<file path="src/rtl/dr_bus_ctrl.sv">
// -----------------------------------------------------------------------------
// dr_bus_ctrl
//   Arbitrates two requesters (A, B) for a shared data register (DR) and its
//   bus. A granted requester either loads DR from the bus or drives DR onto
//   the high half, low half or both halves for DRIVE_CYC cycles.
//
// Handshake: a requester raises REQ_x with a valid OP_x and holds REQ_x until
//   it sees ACK_x. OP_x is captured once, in the cycle the request is accepted,
//   and is ignored afterwards. ACK_x is a single-cycle completion pulse. If
//   REQ_x is dropped early the operation still completes and ACK_x still
//   pulses. A REQ_x still high after ACK_x counts as a new request.
//
// Ports:
//   CLK, RST          clock, synchronous active-high reset
//   REQ_A/OP_A        requester A request and opcode
//   REQ_B/OP_B        requester B request and opcode
//                     (00 load, 01 drive high, 10 drive low, 11 drive both)
//   DR_LOAD           DR load strobe
//   DR_BUS_H/DR_BUS_L DR bus-half drive enables
//   GNT_A/GNT_B       requester owns DR and bus
//   ACK_A/ACK_B       operation-complete pulse
//   BUSY              controller not idle
//   dbg_state         current FSM state encoding (IDLE=0 .. DONE=4)
//
// All outputs come straight from flops: the next output values are decoded
// from the next-state signals and registered alongside the state.
// -----------------------------------------------------------------------------
module dr_bus_ctrl #(
   parameter int DRIVE_CYC = 2
) (
   input  logic       CLK,
   input  logic       RST,
   input  logic       REQ_A,
   input  logic [1:0] OP_A,
   input  logic       REQ_B,
   input  logic [1:0] OP_B,
   output logic       DR_LOAD,
   output logic       DR_BUS_H,
   output logic       DR_BUS_L,
   output logic       GNT_A,
   output logic       GNT_B,
   output logic       ACK_A,
   output logic       ACK_B,
   output logic       BUSY,
   output logic [2:0] dbg_state
);

   typedef enum logic [2:0] {
      IDLE  = 3'd0,
      GRANT = 3'd1,
      LOAD  = 3'd2,
      DRIVE = 3'd3,
      DONE  = 3'd4
   } state_t;

   localparam logic [3:0] CNT_INIT = 4'(DRIVE_CYC - 1);

   state_t     state, state_n;
   logic       owner, owner_n;     // 0 = A, 1 = B
   logic [1:0] op_q, op_n;
   logic [3:0] cnt, cnt_n;
   logic       prio_b, prio_n;     // 1 = B wins the next tie

   logic       pick_b;
   logic       owns;
   logic       dr_load_n, bus_h_n, bus_l_n;
   logic       gnt_a_n, gnt_b_n, ack_a_n, ack_b_n, busy_n;

   // Next-state logic
   always_comb begin
      state_n = state;
      owner_n = owner;
      op_n    = op_q;
      cnt_n   = cnt;
      prio_n  = prio_b;
      // A lone request wins; a tie goes to whoever prio_b favours.
      pick_b  = (REQ_A && REQ_B) ? prio_b : REQ_B;

      unique case (state)
         IDLE: begin
            if (REQ_A || REQ_B) begin
               state_n = GRANT;
               owner_n = pick_b;
               op_n    = pick_b ? OP_B : OP_A;
            end
         end
         GRANT: begin
            if (op_q == 2'b00) begin
               state_n = LOAD;
            end else begin
               state_n = DRIVE;
               cnt_n   = CNT_INIT;
            end
         end
         LOAD: begin
            state_n = DONE;
            prio_n  = ~owner;   // the requester just served loses the next tie
         end
         DRIVE: begin
            if (cnt == 4'd0) begin
               state_n = DONE;
               prio_n  = ~owner;
            end else begin
               cnt_n = cnt - 4'd1;
            end
         end
         DONE: begin
            state_n = IDLE;
         end
         default: begin
            state_n = IDLE;
         end
      endcase
   end

   // Next output values, decoded from the next state so that the
   // registered outputs line up with the registered state.
   always_comb begin
      owns      = (state_n == GRANT) || (state_n == LOAD) || (state_n == DRIVE);
      gnt_a_n   = owns && !owner_n;
      gnt_b_n   = owns &&  owner_n;
      dr_load_n = (state_n == LOAD);
      bus_h_n   = (state_n == DRIVE) && op_n[0];
      bus_l_n   = (state_n == DRIVE) && op_n[1];
      ack_a_n   = (state_n == DONE) && !owner_n;
      ack_b_n   = (state_n == DONE) &&  owner_n;
      busy_n    = (state_n != IDLE);
   end

   always_ff @(posedge CLK) begin
      if (RST) begin
         state    <= IDLE;
         owner    <= 1'b0;
         op_q     <= 2'b00;
         cnt      <= 4'd0;
         prio_b   <= 1'b0;
         GNT_A    <= 1'b0;
         GNT_B    <= 1'b0;
         DR_LOAD  <= 1'b0;
         DR_BUS_H <= 1'b0;
         DR_BUS_L <= 1'b0;
         ACK_A    <= 1'b0;
         ACK_B    <= 1'b0;
         BUSY     <= 1'b0;
      end else begin
         state    <= state_n;
         owner    <= owner_n;
         op_q     <= op_n;
         cnt      <= cnt_n;
         prio_b   <= prio_n;
         GNT_A    <= gnt_a_n;
         GNT_B    <= gnt_b_n;
         DR_LOAD  <= dr_load_n;
         DR_BUS_H <= bus_h_n;
         DR_BUS_L <= bus_l_n;
         ACK_A    <= ack_a_n;
         ACK_B    <= ack_b_n;
         BUSY     <= busy_n;
      end
   end

   assign dbg_state = state;

endmodule

</file>
<file path="config.mk">
export PLATFORM = sky130hd
export DESIGN_NAME = dr_bus_ctrl
export DESIGN_NICKNAME = d
export VERILOG_FILES = /design/src/rtl/dr_bus_ctrl.sv
export SDC_FILE = /design/constraint.sdc
export NUM_CORES = 1
export LEC_CHECK = 0
export BUFFER_PORTS_ARGS = -buffer_cell sky130_fd_sc_hd__buf_2
export CAP_MARGIN = 20
export CORE_MARGIN = 2
export CORE_UTILIZATION = 50
export CTS_CLUSTER_DIAMETER = 200
export DETAILED_ROUTE_END_ITERATION = 8
export PLACE_DENSITY_LB_ADDON = 0.2
export SETUP_SLACK_MARGIN = 0.05
export SLEW_MARGIN = 0
export SYNTH_ARGS = -nofsm -noshare
export SYNTH_HDL_FRONTEND = slang
export SYNTH_SLANG_ARGS = --single-unit
</file>
<file path="constraint.sdc">
create_clock -name CLK -period 2.5 [get_ports CLK]
set_clock_uncertainty 0.2 [all_clocks]
set_input_delay 0.25 -clock CLK [delete_from_list [all_inputs] [get_ports CLK]]
set_output_delay 0.25 -clock CLK [all_outputs]
set_load 0.02 [all_outputs]
</file>
Word level (Yosys, flattened, before mapping)
Index checks and enable logic that the tools add are counted.

storage, ports and cells
  bits in registers = 19
  input port bits = 8
  output and inout bits = 11
  logic and storage cells = 59

operators by class
  add/sub/neg operators = 1
  equality and inequality tests = 10
  muxes and demuxes = 15
  bitwise logic cells = 1
  reduce and logical (&&, ||, !) cells = 19

operator list
  kind                   count
  $eq A3 B2 Y1 const B   4
  $pmux W3 S4            1
  $mux W4                2
  $pmux W4 S2            1
  $logic_and A1 B1 Y1    7
  $eq A3 B1 Y1 const B   2
  $mux W2                3
  $mux W3                2
  $ne A2 B2 Y1 const B   3
  $mux W1                5
  $logic_not A4 Y1       1
  $reduce_bool A2 Y1     2
  $sub A4 B1 Y4 const B  1
  $eq A3 B3 Y1 const B   1
  $logic_not A3 Y1       1
  $logic_or A1 B1 Y1     3
  $reduce_and A3 Y1      1
  $reduce_bool A3 Y1     1
  $logic_not A2 Y1       1
  $pmux W1 S2            1
  $reduce_and A2 Y1      1
  $logic_not A1 Y1       1
  $not A1 Y1             1

Depth between registers and ports, before layout
  depth in word-level cells = 7
  gate-level depth with buffers = 6
  gate-level depth less buffers = 5

Least setup slack after synthesis
No wires, ideal clock.

  path type = reg2reg
  start point = reg cnt[0]
  end point = reg prio_b
  setup time = 0.117 ns
  arrival time = 1.561 ns
  required time = 2.183 ns
  slack = 0.622 ns
  cell stages (with the launch flop) = 7
  buffers on the path = 1
  period minus slack after synthesis = 1.878 ns
  cell sequence = dfxtp_1 > inv_1 > ha_1 > or3b_1 > buf_6 > a211o_1 > a32o_2

between the ends
  cells in the longest elaborated chain, start to end = 3

ends and longest elaborated chain
  element                      RTL line  source
  from (decl)                  61        logic [3:0] cnt, cnt_n;
  from (signal assigned)       149       cnt <= cnt_n;
  $logic_not A4 Y1             100       if (cnt == 4'd0) begin
  $ne A2 B2 Y1 (no line)       n/a
  $reduce_and A2 Y1 (no line)  n/a
  to (signal assigned)         150       prio_b <= prio_n;
  to (decl)                    62        logic prio_b, prio_n;

No other way between the ends.
A chain may end at the register's enable or synchronous reset.

Worst setup path in the final report
Ends and elaborated chain as after synthesis.

==> results list <==
- Setup-violating endpoint count in the final report: 0
- For this run, the number of Yosys warnings is 0.
- Mapped Nets: 95
- Placement-stage worst setup slack: 0.531 ns
- Total negative setup slack: 0 ns
* Worst-Skew Late Latency: 0.29 ns
- Subtracting the final worst setup slack from the clock period gives 1.99 ns.
* Antenna Nets Post-Route: 0
- Critical Path Start: cnt[0]
- Initial cell density of the core: 54.4%
- The slowest stage of the critical path belongs to the cell or3b_1.
- Peak clock frequency supported by timing: 503 MHz
- The startpoint identified for the worst register-to-register timing path is cnt[0].
- Primary FF master, synth: dfxtp_1
- For this design, the sink count on the clock tree is 19.
- For the pin with the worst max-slew slack, the measured transition is 0.752 ns.
- CTS tree: built
* Critical path data arrival time: 1.99 ns
- Number of slew-limit violations in the final report: 0
* Largest net degree at the start of global routing: 15
- Post-route DRC violation count: 0
- The critical path ends at prio_b.
- Via count of the first global-routing pass: 641
- RSZ-0062 raised after global routing: no
- Dividing the detail-routed wire length by the instance count gives 13.5 µm.
* Endpoint class of the critical path: register
* Clock tree root driver cell: clkbuf_4
* Area enclosed by the die boundary: 2000 µm²
- Number of antenna violations at the first check in global routing: 0
- The sequential cells in the finished layout cover a total of 380 µm².
* Chip width: 44.7 µm
- Global routing used 18.9% of the available tracks across all layers.
- Post-synthesis area per instance: 9.65 µm²
- Run status: complete, no violations
- The longest clock path from root to sink contains 2 buffers.
* Die Height: 44.7 µm
- The count of final hold-check violations came to 0.
* Gp weighted congestion: 0.804
* Number of synthesized register bits: 19
* Post-route fraction of the period consumed by the critical path: 79.6%
- Number of enable flip-flop cells after synthesis: 0
* Number of CTS-inserted buffers: 3
- Area taken by multi-input logic gates: 403 µm²
- The worst setup path is of the reg2reg kind.
- Hold timing on the final database bottoms out at a slack of 0.0453 ns.
* Sequential-to-total area share from yosys stat: 45.9%
* Max-cap viol count: 0
- Net count of the finished layout: 114
* Largest driver fanout on the critical path: 7
* Number of cells traversed by the worst hold path: 3
- For this design the ratio of total power to cell area is 686 nW/µm².
* Placed wire-length estimate after detailed placement: 1.20 mm
- Number of diodes: 0
* Endpoint required time on the critical path: 2.50 ns
- The tightest min-delay check is of the in2reg type.
- Async S/R FF share, synth: 0%
* Worst reg2reg path depth: 5
- The worst pin sits at a relative slew slack of 49.2%.
- Power comes to 647 µW.
* Hold buffer count at CTS: 0
- Synthesized instance count: 86
- Violation count after the first detailed-routing iteration: 15
* R2R Path End: prio_b
- For this design the static power due to leakage is 0.000391 µW.
* Register-to-register setup slack: 0.51 ns
- Summed over all layers, the global routing overflow is 0.
- Drt pass-1 iters: 4
- Summed over all layers, the routed wires come to 1.62 mm.
* Layout fillers: 137
- Count of instances resized after the clock tree is built: 0
- Cells along the critical path: inv_1, ha_1, or3b_1, a211o_1, a32o_2
* CTS H-tree depth: 1
* Summed instance area of the synthesized netlist: 830 µm²
- On the worst path, the slowest cell contributes a delay of 0.49 ns.
- Top-count cell post-synth: dfxtp_1
- Maximum vdd drop: 0.294 mV
* Dominant cell type by area after synthesis: dfxtp_1
- Fraction of final layout cells sized beyond drive strength 1: 26.0%
- The first global-routing pass estimated 2.79 mm of wire.
- In this run the count of I/O pins placed on the die edge is 19.
* Largest cells by area after synthesis: dfxtp_1 (46%), a21oi_1 (3.6%), nand3b_1 (3.6%), a2111oi_4 (3.3%), o21ai_0 (3.0%)
- STA classifies the critical path startpoint as a register.
- In the synthesized netlist, the cells that appear most often are dfxtp_1 (19), a21oi_1 (6), inv_1 (6), nor2_1 (6), o21ai_0 (5).
- In this run, distinct cell masters in the synthesized netlist total 37.
- Vias per Instance: 5.93
- Share of Yosys cell area claimed by the top area cell type: 45.9%
* Post-CTS setup buffer count: 0
- The detailed router placed 712 vias in this run.
- The floorplan step defined a core boundary enclosing 1520 µm².
- Site row count: 14
- Clock-pin slew was measured on the worst setup and hold paths at 0.11 ns.
- Final worst slack: 0.510 ns
- Relative to the synthesized area, the layout overhead comes to 13.7%.
- The count of buffers added on input and output ports is 18.
-- flip-flops by register name, summed over array words and instances, names as in the netlist --
register   flops
BUSY           1
DR_BUS_L       1
ACK_B          1
DR_LOAD        1
cnt            4
GNT_B          1
DR_BUS_H       1
prio_b         1
ACK_A          1
GNT_A          1
owner          1
dbg_state      3
op_q           2
-- worst max-delay path, delay by kind of cell, from the launching register on --
kind | cells | cell delay, ns
AOI/OAI and AO/OA | 2 | 0.63
and+or+nand+nor | 1 | 0.49
DFF | 1 | 0.34
adders and majority gates | 1 | 0.16
buffers and inverters | 1 | 0.06
-- cell type report --
type | count | area share, %
Inverter | 6 | 2.39
Timing Repair Buffer | 18 | 9.55
Multi-Input combinational cell | 57 | 42.7
Tap cell | 16 | 2.12
Clock buffer | 3 | 2.39
Clock inverter | 1 | 0.531
Sequential cell | 19 | 40.3
-- layout by cell type (no fill, tap or decap), drive strengths merged, types with 3 or more instances in the layout --
cell	instances
dfxtp	19
buf	18
inv	6
nor2	6
a21oi	6
o21ai	5
nor3	4
nand3b	4
nand2	3
clkbuf	3
-- stage by stage --
| stage | utilization, % | cells | instance area, µm² |
|---|---|---|---|
| after floorplan | - | 86 | 830 |
| after global placement | 60.1 | 116 | 916 |
| after detailed placement | 60.1 | 116 | 916 |
| after CTS | 61.9 | 120 | 943 |
| after global routing | 61.9 | 120 | 943 |
| final | 61.9 | 120 | 943 |
-- power breakdown --
part,switching (µW),internal [µW],total [µW]
combinational,88.7,56.0,145
sequential,22.7,328,351
clock,92.1,59.4,152
total,204,444,647
-- logic make-up after synthesis --
group           after synthesis  share of synthesized area (%)
fa+ha+maj                     1                           1.51
flops                        19                           45.9
buf+inv                      10                           5.58
simple gates                 29                           21.4
compound gates               27                           25.6
-- worst min path at each step --
stage                   end     from  slack (ns)
2_1_floorplan  dbg_state[2]      RST        0.12
3_3_place_gp       DR_BUS_H  op_q[0]        0.27
3_5_place_dp          ACK_A    owner        0.27
4_1_cts             op_q[1]  OP_B[1]        0.05
5_1_grt             op_q[0]  OP_B[0]        0.04
6_report            op_q[1]  OP_B[1]        0.05
-- per-layer routing --
layer | vias up | wire length [µm] | global-route usage, %
met4 | 0 | 18 | 9.09
met1 | 326 | 811 | 25.9
met5 | - | 0 | 0
met2 | 24 | 691 | 29.6
met3 | 2 | 99 | 2.40
li1 | 360 | - | -
Power figures use the tool's default switching activity.
